<file path="src/rtl/gb_timer_ctrl.sv">
// Game Boy DIV/TIMA timer engine: counts the divider, detects TIMA ticks,
// sequences overflow/reload and issues one-cycle write-backs to the FF04/FF05 parsers.
module gb_timer_ctrl #(
  parameter logic [15:0] P_DIV_ADDR  = 16'hFF04,
  parameter logic [15:0] P_TIMA_ADDR = 16'hFF05
) (
  input  logic        I_CLK,
  input  logic        I_ASYNC_RESET,
  input  logic        I_CLK_EN,
  input  logic [15:0] I_ADDR_BUS,
  input  logic        I_WE_BUS,
  input  logic        I_WAIT,
  input  logic [7:0]  I_TIMA,
  input  logic [7:0]  I_TMA,
  input  logic [7:0]  I_TAC,
  output logic [7:0]  O_DIV_DATA,
  output logic        O_DIV_WR_EN,
  output logic [7:0]  O_TIMA_DATA,
  output logic        O_TIMA_WR_EN,
  output logic        O_INT_REQ
);

  typedef enum logic [1:0] {
    ST_IDLE,
    ST_OVF_WAIT,
    ST_RELOAD
  } state_t;

  state_t      state_q, state_d;
  logic [15:0] div_cnt_q, div_cnt_d;
  logic        div_pend_q, div_pend_d;
  logic [7:0]  div_val_q, div_val_d;
  logic        tima_pend_q, tima_pend_d;
  logic [7:0]  tima_val_q, tima_val_d;
  logic [7:0]  tima_shadow_q, tima_shadow_d;
  logic [1:0]  tima_hold_q, tima_hold_d;
  logic [1:0]  ovf_cnt_q, ovf_cnt_d;
  logic        tick_q, tick_d;

  logic        cpu_div_wr;
  logic        cpu_tima_wr;
  logic        div_wr_en;
  logic        tima_wr_en;
  logic        sel_bit;
  logic        tick_in;
  logic        tima_inc;
  logic [7:0]  shadow_cur;
  logic        unused_tac;

  assign unused_tac = ^I_TAC[7:3];

  always_comb begin
    cpu_div_wr  = I_WE_BUS & (I_ADDR_BUS == P_DIV_ADDR);
    cpu_tima_wr = I_WE_BUS & (I_ADDR_BUS == P_TIMA_ADDR);
    div_wr_en   = div_pend_q & ~I_WAIT;
    tima_wr_en  = tima_pend_q & ~I_WAIT;

    div_cnt_d = div_cnt_q;
    if (cpu_div_wr) begin
      div_cnt_d = 16'h0000;
    end else if (I_CLK_EN) begin
      div_cnt_d = div_cnt_q + 16'd1;
    end

    // A CPU clear always re-announces DIV=00, even if the upper byte was already zero.
    div_pend_d = div_pend_q & ~div_wr_en;
    div_val_d  = div_val_q;
    if (cpu_div_wr || (div_cnt_d[15:8] != div_cnt_q[15:8])) begin
      div_pend_d = 1'b1;
      div_val_d  = div_cnt_d[15:8];
    end

    case (I_TAC[1:0])
      2'b00:   sel_bit = div_cnt_q[9];
      2'b01:   sel_bit = div_cnt_q[3];
      2'b10:   sel_bit = div_cnt_q[5];
      default: sel_bit = div_cnt_q[7];
    endcase
    tick_in  = I_TAC[2] & sel_bit;
    tick_d   = tick_in;
    tima_inc = tick_q & ~tick_in;
  end

  always_comb begin
    tima_pend_d   = tima_pend_q & ~tima_wr_en;
    tima_val_d    = tima_val_q;
    tima_shadow_d = tima_shadow_q;
    state_d       = state_q;
    ovf_cnt_d     = ovf_cnt_q;

    tima_hold_d = tima_hold_q;
    if (tima_wr_en || cpu_tima_wr) begin
      tima_hold_d = 2'd2;
    end else if (tima_hold_q != 2'd0) begin
      tima_hold_d = tima_hold_q - 2'd1;
    end

    // Track the parser only while no write of ours or the CPU's can still be landing.
    shadow_cur = tima_shadow_q;
    if (!tima_pend_q && (tima_hold_q == 2'd0) && !cpu_tima_wr) begin
      shadow_cur = I_TIMA;
    end
    tima_shadow_d = shadow_cur;

    case (state_q)
      ST_IDLE: begin
        if (tima_inc) begin
          tima_pend_d = 1'b1;
          if (shadow_cur == 8'hFF) begin
            tima_val_d    = 8'h00;
            tima_shadow_d = 8'h00;
            ovf_cnt_d     = 2'd0;
            state_d       = ST_OVF_WAIT;
          end else begin
            tima_val_d    = shadow_cur + 8'd1;
            tima_shadow_d = shadow_cur + 8'd1;
          end
        end
      end
      ST_OVF_WAIT: begin
        if (cpu_tima_wr) begin
          tima_pend_d = 1'b0;
          state_d     = ST_IDLE;
        end else if (I_CLK_EN) begin
          if (ovf_cnt_q == 2'd3) begin
            state_d = ST_RELOAD;
          end else begin
            ovf_cnt_d = ovf_cnt_q + 2'd1;
          end
        end
      end
      ST_RELOAD: begin
        tima_pend_d   = 1'b1;
        tima_val_d    = I_TMA;
        tima_shadow_d = I_TMA;
        state_d       = ST_IDLE;
      end
      default: begin
        state_d = ST_IDLE;
      end
    endcase
  end

  always_ff @(posedge I_CLK or posedge I_ASYNC_RESET) begin
    if (I_ASYNC_RESET) begin
      state_q       <= ST_IDLE;
      div_cnt_q     <= 16'h0000;
      div_pend_q    <= 1'b0;
      div_val_q     <= 8'h00;
      tima_pend_q   <= 1'b0;
      tima_val_q    <= 8'h00;
      tima_shadow_q <= 8'h00;
      tima_hold_q   <= 2'd0;
      ovf_cnt_q     <= 2'd0;
      tick_q        <= 1'b0;
    end else begin
      state_q       <= state_d;
      div_cnt_q     <= div_cnt_d;
      div_pend_q    <= div_pend_d;
      div_val_q     <= div_val_d;
      tima_pend_q   <= tima_pend_d;
      tima_val_q    <= tima_val_d;
      tima_shadow_q <= tima_shadow_d;
      tima_hold_q   <= tima_hold_d;
      ovf_cnt_q     <= ovf_cnt_d;
      tick_q        <= tick_d;
    end
  end

  assign O_DIV_DATA   = div_val_q;
  assign O_DIV_WR_EN  = div_wr_en;
  assign O_TIMA_DATA  = tima_val_q;
  assign O_TIMA_WR_EN = tima_wr_en;
  assign O_INT_REQ    = (state_q == ST_RELOAD);

endmodule
</file>
<file path="config.mk">
export PLATFORM = sky130hd
export DESIGN_NAME = gb_timer_ctrl
export DESIGN_NICKNAME = d
export VERILOG_FILES = /design/src/rtl/gb_timer_ctrl.sv
export SDC_FILE = /design/constraint.sdc
export NUM_CORES = 1
export LEC_CHECK = 0
export CORE_ASPECT_RATIO = 0.5
export CORE_MARGIN = 2
export CORE_UTILIZATION = 50
export CTS_CLUSTER_DIAMETER = 100
export DETAILED_ROUTE_END_ITERATION = 8
export PLACE_DENSITY = 0.8
export SYNTH_ARGS = -nofsm -noshare
export SYNTH_HDL_FRONTEND = slang
export SYNTH_SLANG_ARGS = --single-unit
</file>
<file path="constraint.sdc">
create_clock -name I_CLK -period 3.5 [get_ports I_CLK]
set_clock_uncertainty 0.05 [all_clocks]
set_input_delay 0.7 -clock I_CLK [delete_from_list [all_inputs] [get_ports I_CLK]]
set_output_delay 0.7 -clock I_CLK [all_outputs]
set_load 0.005 [all_outputs]
</file>
==> flow_summary.toml, run 1 <==
[critical_path]
crit_family = "simple AND/OR/NAND/NOR gates"
cpPeakStageDelay_ns = 0.54
cp.arrival_ns = 3.62
cp-end-kind = "flop"
start_kind = "input port"
worstPathCellList = "clkdlybuf4s50_1 -> or4_4 -> nor4_4 -> a21oi_4 -> mux2_2 -> ha_1 -> nor3b_1 -> a32oi_1 -> nand2_2 -> buf_4 -> a22o_1 -> a21oi_1"
crit_buf_inv = 2
slowest_stage = "or4_4"
cp.required_ns = 3.68
cp_max_fo = 5
crit_type = "in2reg"

[clock_network]
clk_path_buf_depth = 2
clockRootBuffer = "clkbuf_8"
clk_pin_slew_ns = 0.10
clock_latency_ns = 0.30
post-cts-setup-buffers = 0
postCtsHoldBufs = 0
cts_tree = "yes"
cts_buffers = 5
h-tree-depth = 2
clock_sinks = 49
ctsResizeCount = 0

[final_layout]
regArea_sq_um = 1230
final_cell_mix = "clkdlybuf4s50_1, dfrtp_1, nand2_1"
drive_gt1_frac = 0.120
fillers = 411
layout_commonest_cell = "clkdlybuf4s50_1"
fin_area_sq_um = 3530
nNetsFinal = 397
multi_input_area_sq_um = 1430
synthToLayoutAreaGrowth_pct = 29.6
insertedDiodeCount = 0

[logic_synthesis]
netlist_area_sq_um = 2720
syn_area_per_cell_sq_um = 9.59
synth_seq_cells = 49
synth-edff-count = 0
ys.flop_type = "dfrtp_1"
synthDistinctLibCells = 49
ys_seq_area_frac = 0.450
synth_cells = 284
yosysWarnings = 0
synth-async-reset-ratio = 1.00
syn_nets = 333

[grt]
grt.overflow.total = 0
grt_usage = 0.220
antenna_found_initial = 0
grt_pass1_vias = 2230
grt_pass1_wl_mm = 10.6
grt_max_degree = 50

[worst_hold_path]
min_path_type = "reg2reg"

[pwr]
power_leakage_nw = 1.54
power-per-cell-area_nw_per_um2 = 610
ir_worst_vdd_v = 0.000281
power_mw = 2.15

[drt]
wl_mm = 6.47
drt_iter0_markers = 97
first_pass_iters = 5
wl_per_cell_um = 15.4
drc = 0
antenna_left = 0
vias = 2352
viasPerCell = 5.61

[placed_design]
gp_routability_congestion = 0.880
place_area_sq_um = 3410
numPortBuffers = 58
hpwl_mm = 4.79

[floorplanning]
die-area_sq_um = 6090
die_w_um = 108
die_h_um = 56.2
start_util = 0.535
rows = 18
num_io_pins = 64
core_area_sq_um = 5090

[sta]
min_period_over_period = 0.984
slew_headroom = 0.313
layout_min_cycle_time_ns = 3.44
tightest_slew_ns = 1.03
setup_viol = 0
fmax_mhz = 290
hold_violations = 0
slew_violations = 0
setup_tns_ns = 0

[status]
status = "complete, no violations"

[flow_run]
max_cap_violations = 0
## where the power goes
part           internal, mW  leakage (nW)  switching (mW)  total, mW
clock                 0.164        0.0518           0.202      0.367
combinational         0.484         0.855           0.453      0.936
sequential            0.728         0.630           0.124      0.851
total                  1.38          1.54           0.779       2.15
## stage by stage
step / setup WS [ns] / hold WS, ns / std cells / util
after floorplan: 0.0352 / 0.391 / 284 / -
after global placement: -0.209 / 0.408 / 411 / 0.671
after detailed placement: -0.260 / 0.425 / 411 / 0.671
after CTS: 0.0533 / 0.451 / 419 / 0.690
after global routing: -0.0514 / 0.464 / 419 / 0.693
final: 0.0562 / 0.441 / 419 / 0.693
## routing by layer
metal / GRT usage / vias to the layer above / share of wire
met4: 0.0440 / 0 / 0.0065
met1: 0.285 / 1173 / 0.45
met5: 0 / - / 0
li1: - / 1123 / -
met2: 0.387 / 52 / 0.50
met3: 0.0422 / 4 / 0.043
## final cells by class
type | instances | area share
Clock buffer | 6 | 0.0234
Clock inverter | 2 | 0.00496
Inverter | 7 | 0.00744
Multi-Input combinational cell | 216 | 0.404
Sequential cell | 49 | 0.347
Tap cell | 70 | 0.0248
Timing Repair Buffer | 69 | 0.188
## registers in the layout, summed over array words and instances, names as in the netlist
register / flops
O_DIV_DATA: 8
tima_shadow_q: 8
ovf_cnt_q: 2
tima_hold_q: 2
tima_pend_q: 1
O_TIMA_DATA: 8
div_cnt_q: 16
div_pend_q: 1
tick_q: 1
state_q: 2
## cell usage after synthesis (4+ instances only)
cell type	n	area, sq um
inv_1	6	22.5
nand2_1	39	146
clkbuf_1	9	33.8
nor2b_1	4	25.0
or3_1	4	25.0
xnor2_1	10	87.6
and3_1	7	43.8
a21oi_1	8	40.0
o21ai_0	11	55.1
nor2_1	31	116
mux2i_1	9	90.1
nand3b_1	4	30.0
dfrtp_1	49	1230
xor2_1	11	96.3
ha_1	4	50.1
nand3_1	16	80.1
nor3_1	4	20.0
a31oi_1	5	31.3
nand4_1	7	43.8
mux2_2	8	90.1
## kinds of logic (layout without fill, tap and decap cells)
family	after synthesis	count (layout)	share of synthesized area
simple gates	129	129	0.238
flops	49	49	0.450
compound gates	41	41	0.100
xor+xnor	21	21	0.0676
mux	21	21	0.0938
buf+inv	19	84	0.0317
fa+ha+maj	4	4	0.0184
## worst paths after layout
check / startpoint / endpoint / slack [ns] / depth (start not counted)
max in group asynchronous: I_ASYNC_RESET / div_cnt_q[7] / 1.86 / 2
setup / recovery: I_ADDR_BUS[5] / tima_shadow_q[4] / 0.06 / 12
min in group asynchronous: I_ASYNC_RESET / tick_q / 0.93 / 2
hold reg to reg: O_DIV_DATA[7] / O_DIV_DATA[7] / 0.44 / 2
hold / removal: O_DIV_DATA[7] / O_DIV_DATA[7] / 0.44 / 2
setup reg to reg: tima_hold_q[0] / tima_shadow_q[4] / 0.56 / 12
## tightest hold or removal path, delay by kind of cell, from the launching register on
family | cells | cell delay, ns
AOI/OAI and AO/OA | 1 | 0.06
and+or+nand+nor | 1 | 0.05
DFF | 1 | 0.35
Note: power is estimated with default switching activity, not from simulation.
==> inputs of run 2 (changes only) <==
--- a/config.mk
+++ b/config.mk
@@ -5,6 +5,7 @@
 export SDC_FILE = /design/constraint.sdc
 export NUM_CORES = 1
 export LEC_CHECK = 0
+export ABC_AREA = 1
 export CORE_ASPECT_RATIO = 0.5
 export CORE_MARGIN = 2
 export CORE_UTILIZATION = 50
==> flow_summary.toml, run 2 <==
[pwr]
seq_power_share = 0.403
p_clk_frac = 0.166
p_int_mw = 1.33
power_leakage_nw = 1.81
power_switching_mw = 0.826
switching_share = 0.383
ir_worst_vdd_v = 0.000337
power-per-cell-area_nw_per_um2 = 605
p_comb_frac = 0.431

[sta]
hold_violations = 0
fin_hold_ws_ns = 0.435
fmax_mhz = 365
setup_tns_ns = 0
layout_min_cycle_time_ns = 2.74
tightest_slew_ns = 1.00
min_period_over_period = 0.784
worst_slack_ns = 0.757
setup_viol = 0
slew_violations = 0
slew_headroom = 0.330
rsz0062_at_grt = "false"

[clock_network]
h-tree-depth = 2
clockRootBuffer = "clkbuf_8"
cts_tree = "yes"
post-cts-setup-buffers = 0
clk_pin_slew_ns = 0.10
clock_latency_ns = 0.30
cts_buffers = 5
postCtsHoldBufs = 0
clk_path_buf_depth = 2
clock_sinks = 49
ctsResizeCount = 0

[logic_synthesis]
synth_commonest_cells = "nand2_1, inv_1, dfrtp_1"
syn_nets = 412
netlist_area_sq_um = 2780
ys.flop_type = "dfrtp_1"
synth_cells = 363
synth_area_leaders = "dfrtp_1, nand2_1, inv_1, nand3_1, nor2_1"
synthMostInstantiatedCell = "nand2_1"
synth_seq_cells = 49
yosys.area.top_type = "dfrtp_1"
syn_area_per_cell_sq_um = 7.67
yosysWarnings = 0
synthDistinctLibCells = 37
synth-edff-count = 0
synth-async-reset-ratio = 1.00
ys_seq_area_frac = 0.440
yosysTopAreaCellShare = 0.440

[final_layout]
insertedDiodeCount = 0
regMostFlops = "div_cnt_q"
largest_register_ff_count = 16
layout_commonest_cell = "nand2_1"
fin_cells = 503
fillers = 473
final_util = 0.658
synthToLayoutAreaGrowth_pct = 28.1
final_cell_mix = "nand2_1, clkdlybuf4s50_1, inv_1"
nNetsFinal = 478
drive_gt1_frac = 0.123

[floorplanning]
start_util = 0.514
die_h_um = 56.8
rows = 19
die-area_sq_um = 6220
die_w_um = 110
num_io_pins = 64
core_area_sq_um = 5420

[grt]
antenna_found_initial = 0
use_met1 = 0.260
grt_usage = 0.222
grt_max_degree = 50
grt_pass1_wl_mm = 10.8
grt_pass1_vias = 2595
met3_usage = 0.0441
top_usage_layer = "met2"
grt.overflow.total = 0
use_met2 = 0.418

[status]
status = "complete, no violations"

[critical_path]
r2r_slack_ns = 0.94
cp_max_fo = 5
start_kind = "input port"
cp.required_ns = 2.75
reg2reg_depth = 13
rr_startpoint = "tima_hold_q[0]"
r2r_end = "O_TIMA_DATA[5]"
cp-end-kind = "output pin"
cp.arrival_ns = 1.99
crit_type = "in2out"

[drt]
wl_mm = 6.36
drt_iter0_markers = 102
drc = 0
vias = 2558
antenna_left = 0
wl_per_cell_um = 12.6
first_pass_iters = 4
viasPerCell = 5.09

[worst_hold_path]
worstHoldEndpoint = "O_DIV_DATA[6]"
worstHoldPathCells = 2
min_path_type = "reg2reg"
worstHoldStart = "O_DIV_DATA[6]"

[flow_run]
max_cap_violations = 0

[placed_design]
dp_slack_ns = 0.450
placed_cells = 495
gp_routability_congestion = 0.896
hpwl_mm = 4.85
numPortBuffers = 58
run 2: power groups by stage:
stage	registers, mW	clock network, mW	logic, mW
after floorplan	0.866	0	0.606
after global placement	0.868	0	0.889
after CTS	0.871	0.363	0.932
after global routing	0.892	0.397	1.04
final	0.870	0.358	0.931
after detailed placement	0.881	0	0.928
run 2: stage by stage:
stage          power [mW]  area, sq um
2_1_floorplan        1.47         2780
3_3_place_gp         1.76         3470
3_5_place_dp         1.81         3470
4_1_cts              2.17         3570
5_1_grt              2.33         3570
6_report             2.16         3570
run 2: per-layer routing:
| metal | part of all wire | vias up |
|---|---|---|
| li1 | - | 1285 |
| met1 | 0.43 | 1231 |
| met2 | 0.53 | 36 |
| met3 | 0.035 | 6 |
| met4 | 0.0076 | 0 |
| met5 | 0 | - |
run 2: layout make-up:
cell class | count | area, sq um | area share
Multi-Input combinational cell | 250 | 1320 | 0.369
Clock buffer | 6 | 82.6 | 0.0231
Timing Repair Buffer | 61 | 603 | 0.169
Inverter | 62 | 233 | 0.0652
Sequential cell | 49 | 1230 | 0.344
Clock inverter | 2 | 16.3 | 0.00456
Tap cell | 73 | 91.3 | 0.0256
run 2: cell families (layout without fill, tap and decap cells):
| kind of cell | after synthesis | in the layout | synth area share |
|---|---|---|---|
| simple gates | 202 | 202 | 0.353 |
| buf+inv | 64 | 131 | 0.0872 |
| flops | 49 | 49 | 0.440 |
| compound gates | 40 | 40 | 0.0890 |
| fa+ha+maj | 4 | 4 | 0.0180 |
| xor+xnor | 4 | 4 | 0.0126 |
run 2: how the worst max path moves through the flow:
stage,slack [ns],start,to
6_report,0.76,I_WAIT,O_TIMA_WR_EN
5_1_grt,0.59,I_ADDR_BUS[14],ovf_cnt_q[1]
4_1_cts,0.76,I_WAIT,O_TIMA_WR_EN
3_5_place_dp,0.45,I_ADDR_BUS[14],ovf_cnt_q[1]
3_3_place_gp,0.58,I_ADDR_BUS[14],ovf_cnt_q[1]
2_1_floorplan,1.21,I_ADDR_BUS[10],ovf_cnt_q[0]
run 2: critical path, cell delays in order:
cell and delay, ns:
clkdlybuf4s50_1 0.54, nor2_1 0.23, clkdlybuf4s50_1 0.53
==> inputs of run 3 (changes only) <==
--- a/config.mk
+++ b/config.mk
@@ -8,10 +8,10 @@
 export ABC_AREA = 1
 export CORE_ASPECT_RATIO = 0.5
 export CORE_MARGIN = 2
-export CORE_UTILIZATION = 50
+export CORE_UTILIZATION = 45
 export CTS_CLUSTER_DIAMETER = 100
 export DETAILED_ROUTE_END_ITERATION = 8
-export PLACE_DENSITY = 0.8
+export PLACE_DENSITY = 0.76
 export SYNTH_ARGS = -nofsm -noshare
 export SYNTH_HDL_FRONTEND = slang
 export SYNTH_SLANG_ARGS = --single-unit
==> constraint.sdc (replaced) <==
create_clock -name I_CLK -period 2.4 [get_ports I_CLK]
set_clock_uncertainty 0.05 [all_clocks]
set_input_delay 0.48 -clock I_CLK [delete_from_list [all_inputs] [get_ports I_CLK]]
set_output_delay 0.48 -clock I_CLK [all_outputs]
set_load 0.005 [all_outputs]
==> flow_summary.toml, run 3 (same netlist as run 2, synthesis figures left out) <==
[status]
status = "complete, no violations"

[drt]
antenna_left = 0
met3_length_um = 245
vias = 2636
drt_iter0_markers = 181
viasPerCell = 4.76
highest_layer = "met4"
wl_met1_mm = 3.06
drc = 0
wl_met2_mm = 3.32
wl_per_cell_um = 12.1
wl_mm = 6.68
first_pass_iters = 4

[clock_network]
h-tree-depth = 2
cts_buffers = 5
clk_pin_slew_ns = 0.07
clock_sinks = 49
clk_path_buf_depth = 2
postCtsHoldBufs = 0
cts_tree = "yes"
clock_latency_ns = 0.29
clockRootBuffer = "clkbuf_16"

[pwr]
seq_power_share = 0.350
p_comb_frac = 0.452
switching_share = 0.363
p_clk_frac = 0.198
power_mw = 3.62
p_int_mw = 2.31
ir_worst_vdd_v = 0.000407
power_leakage_nw = 2.13
power_switching_mw = 1.31
power-per-cell-area_nw_per_um2 = 902

[floorplanning]
rows = 20
die_w_um = 115
core_area_sq_um = 6030
die_h_um = 59.6
start_util = 0.462
num_io_pins = 64
die-area_sq_um = 6870

[critical_path]
cp.required_ns = 2.57
crit_type = "in2reg"
cp-end-kind = "flop"
r2r_slack_ns = 0.21
slowest_stage = "clkdlybuf4s50_1"
cpPeakStageDelay_ns = 0.43
reg2reg_depth = 13
rr_startpoint = "tima_hold_q[0]"
start_kind = "input port"
r2r_end = "O_TIMA_DATA[6]"
cp.arrival_ns = 2.45
cp_max_fo = 6
worstPathCellList = "clkdlybuf4s50_1 -> nor2_2 -> nand2_2 -> nor2_4 -> nand3_4 -> nand2_4 -> nand2_1 -> nand2_1 -> ha_4 -> nand2_2 -> buf_4 -> o21ai_1 -> nand3_1 -> a21oi_1"

[worst_hold_path]
worstHoldStart = "O_DIV_DATA[3]"
min_path_type = "reg2reg"
worstHoldPathCells = 2
worstHoldEndpoint = "O_DIV_DATA[3]"

[final_layout]
synthToLayoutAreaGrowth_pct = 44.3
largest_register_ff_count = 16
insertedDiodeCount = 0
drive_gt1_frac = 0.215
final_util = 0.666
final_cell_mix = "nand2_1, inv_1, dfrtp_1"
fillers = 488
layout_commonest_cell = "nand2_1"
fin_cells = 554
regMostFlops = "div_cnt_q"
fin_area_sq_um = 4020
nNetsFinal = 514

[grt]
grt.overflow.total = 0
antenna_found_initial = 0
grt_pass1_vias = 2554
grt_max_degree = 33
grt_pass1_wl_mm = 10.8
grt_usage = 0.201

[placed_design]
hpwl_mm = 4.88
numPortBuffers = 58
place_area_sq_um = 3740
gp_routability_congestion = 0.841
placed_cells = 540

[sta]
min_period_over_period = 0.952
setup_viol = 0
tightest_slew_ns = 0.382
fmax_mhz = 438
setup_tns_ns = 0
slew_violations = 0
slew_headroom = 0.745
hold_violations = 0
layout_min_cycle_time_ns = 2.28

[flow_run]
max_cap_violations = 0
run 3: cell count changes in the layout (fill, tap and decap cells not counted), moves of 2 or more:
cell | previous run | this run
buf_12 | 0 | 2
buf_4 | 3 | 37
clkbuf_16 | 0 | 5
clkbuf_8 | 6 | 0
clkdlybuf4s50_1 | 58 | 47
dlymetal6s2s_1 | 0 | 11
inv_1 | 56 | 53
inv_2 | 6 | 9
nand2_1 | 97 | 92
nand2_2 | 9 | 13
nor2_4 | 2 | 4
o21ai_0 | 10 | 8
o21ai_1 | 2 | 4
run 3: layer usage:
layer  track usage  up-vias
met1         0.249     1223
met3        0.0399        7
met4        0.0602        0
li1              -     1363
met2         0.363       43
met5             0        -
run 3: final cells by class:
type | instances | area, sq um | share of cell area
clock buffer | 5 | 125 | 0.0312
clock inverter | 3 | 26.3 | 0.00654
inverter | 62 | 233 | 0.0579
multi-input combinational | 250 | 1370 | 0.341
sequential | 49 | 1230 | 0.305
tap | 88 | 110 | 0.0274
timing repair buffer | 97 | 926 | 0.231
run 3: per-stage QoR:
stage	setup slack, ns	hold slack [ns]
2_1_floorplan	0.285	0.395
3_3_place_gp	-0.219	0.413
3_5_place_dp	-0.248	0.414
4_1_cts	0.0554	0.433
5_1_grt	-0.0226	0.452
6_report	0.116	0.432
run 3: repair_timing:
action,4_1_cts,5_1_grt
endpoints found under the setup margin,0,18
resized for setup,0,29
buffers inserted,0,6
run 3: how the worst max path moves through the flow:
stage / depth (start not counted) / startpoint / to / slack, ns
after floorplan: 14 / tima_hold_q[0] / ovf_cnt_q[0] / 0.28
after global placement: 17 / I_ADDR_BUS[12] / ovf_cnt_q[1] / -0.22
after detailed placement: 17 / I_ADDR_BUS[10] / ovf_cnt_q[1] / -0.25
after CTS: 15 / I_ADDR_BUS[9] / O_TIMA_DATA[6] / 0.06
after global routing: 14 / I_ADDR_BUS[5] / O_TIMA_DATA[6] / -0.02
final: 14 / I_ADDR_BUS[5] / O_TIMA_DATA[6] / 0.12
run 3: power groups by stage:
stage	clock [mW]	sequential (mW)	combinational [mW]
after floorplan	0	1.26	0.883
after global placement	0	1.27	1.53
after detailed placement	0	1.28	1.56
after CTS	0.726	1.27	1.57
after global routing	0.768	1.30	1.84
final	0.719	1.27	1.64
run 3: worst max-delay path, delay by kind of cell:
| family | cells | cell delay [ns] |
|---|---|---|
| buf+inv | 2 | 0.58 |
| simple gates | 9 | 0.89 |
| fa+ha+maj | 1 | 0.15 |
| compound gates | 2 | 0.34 |
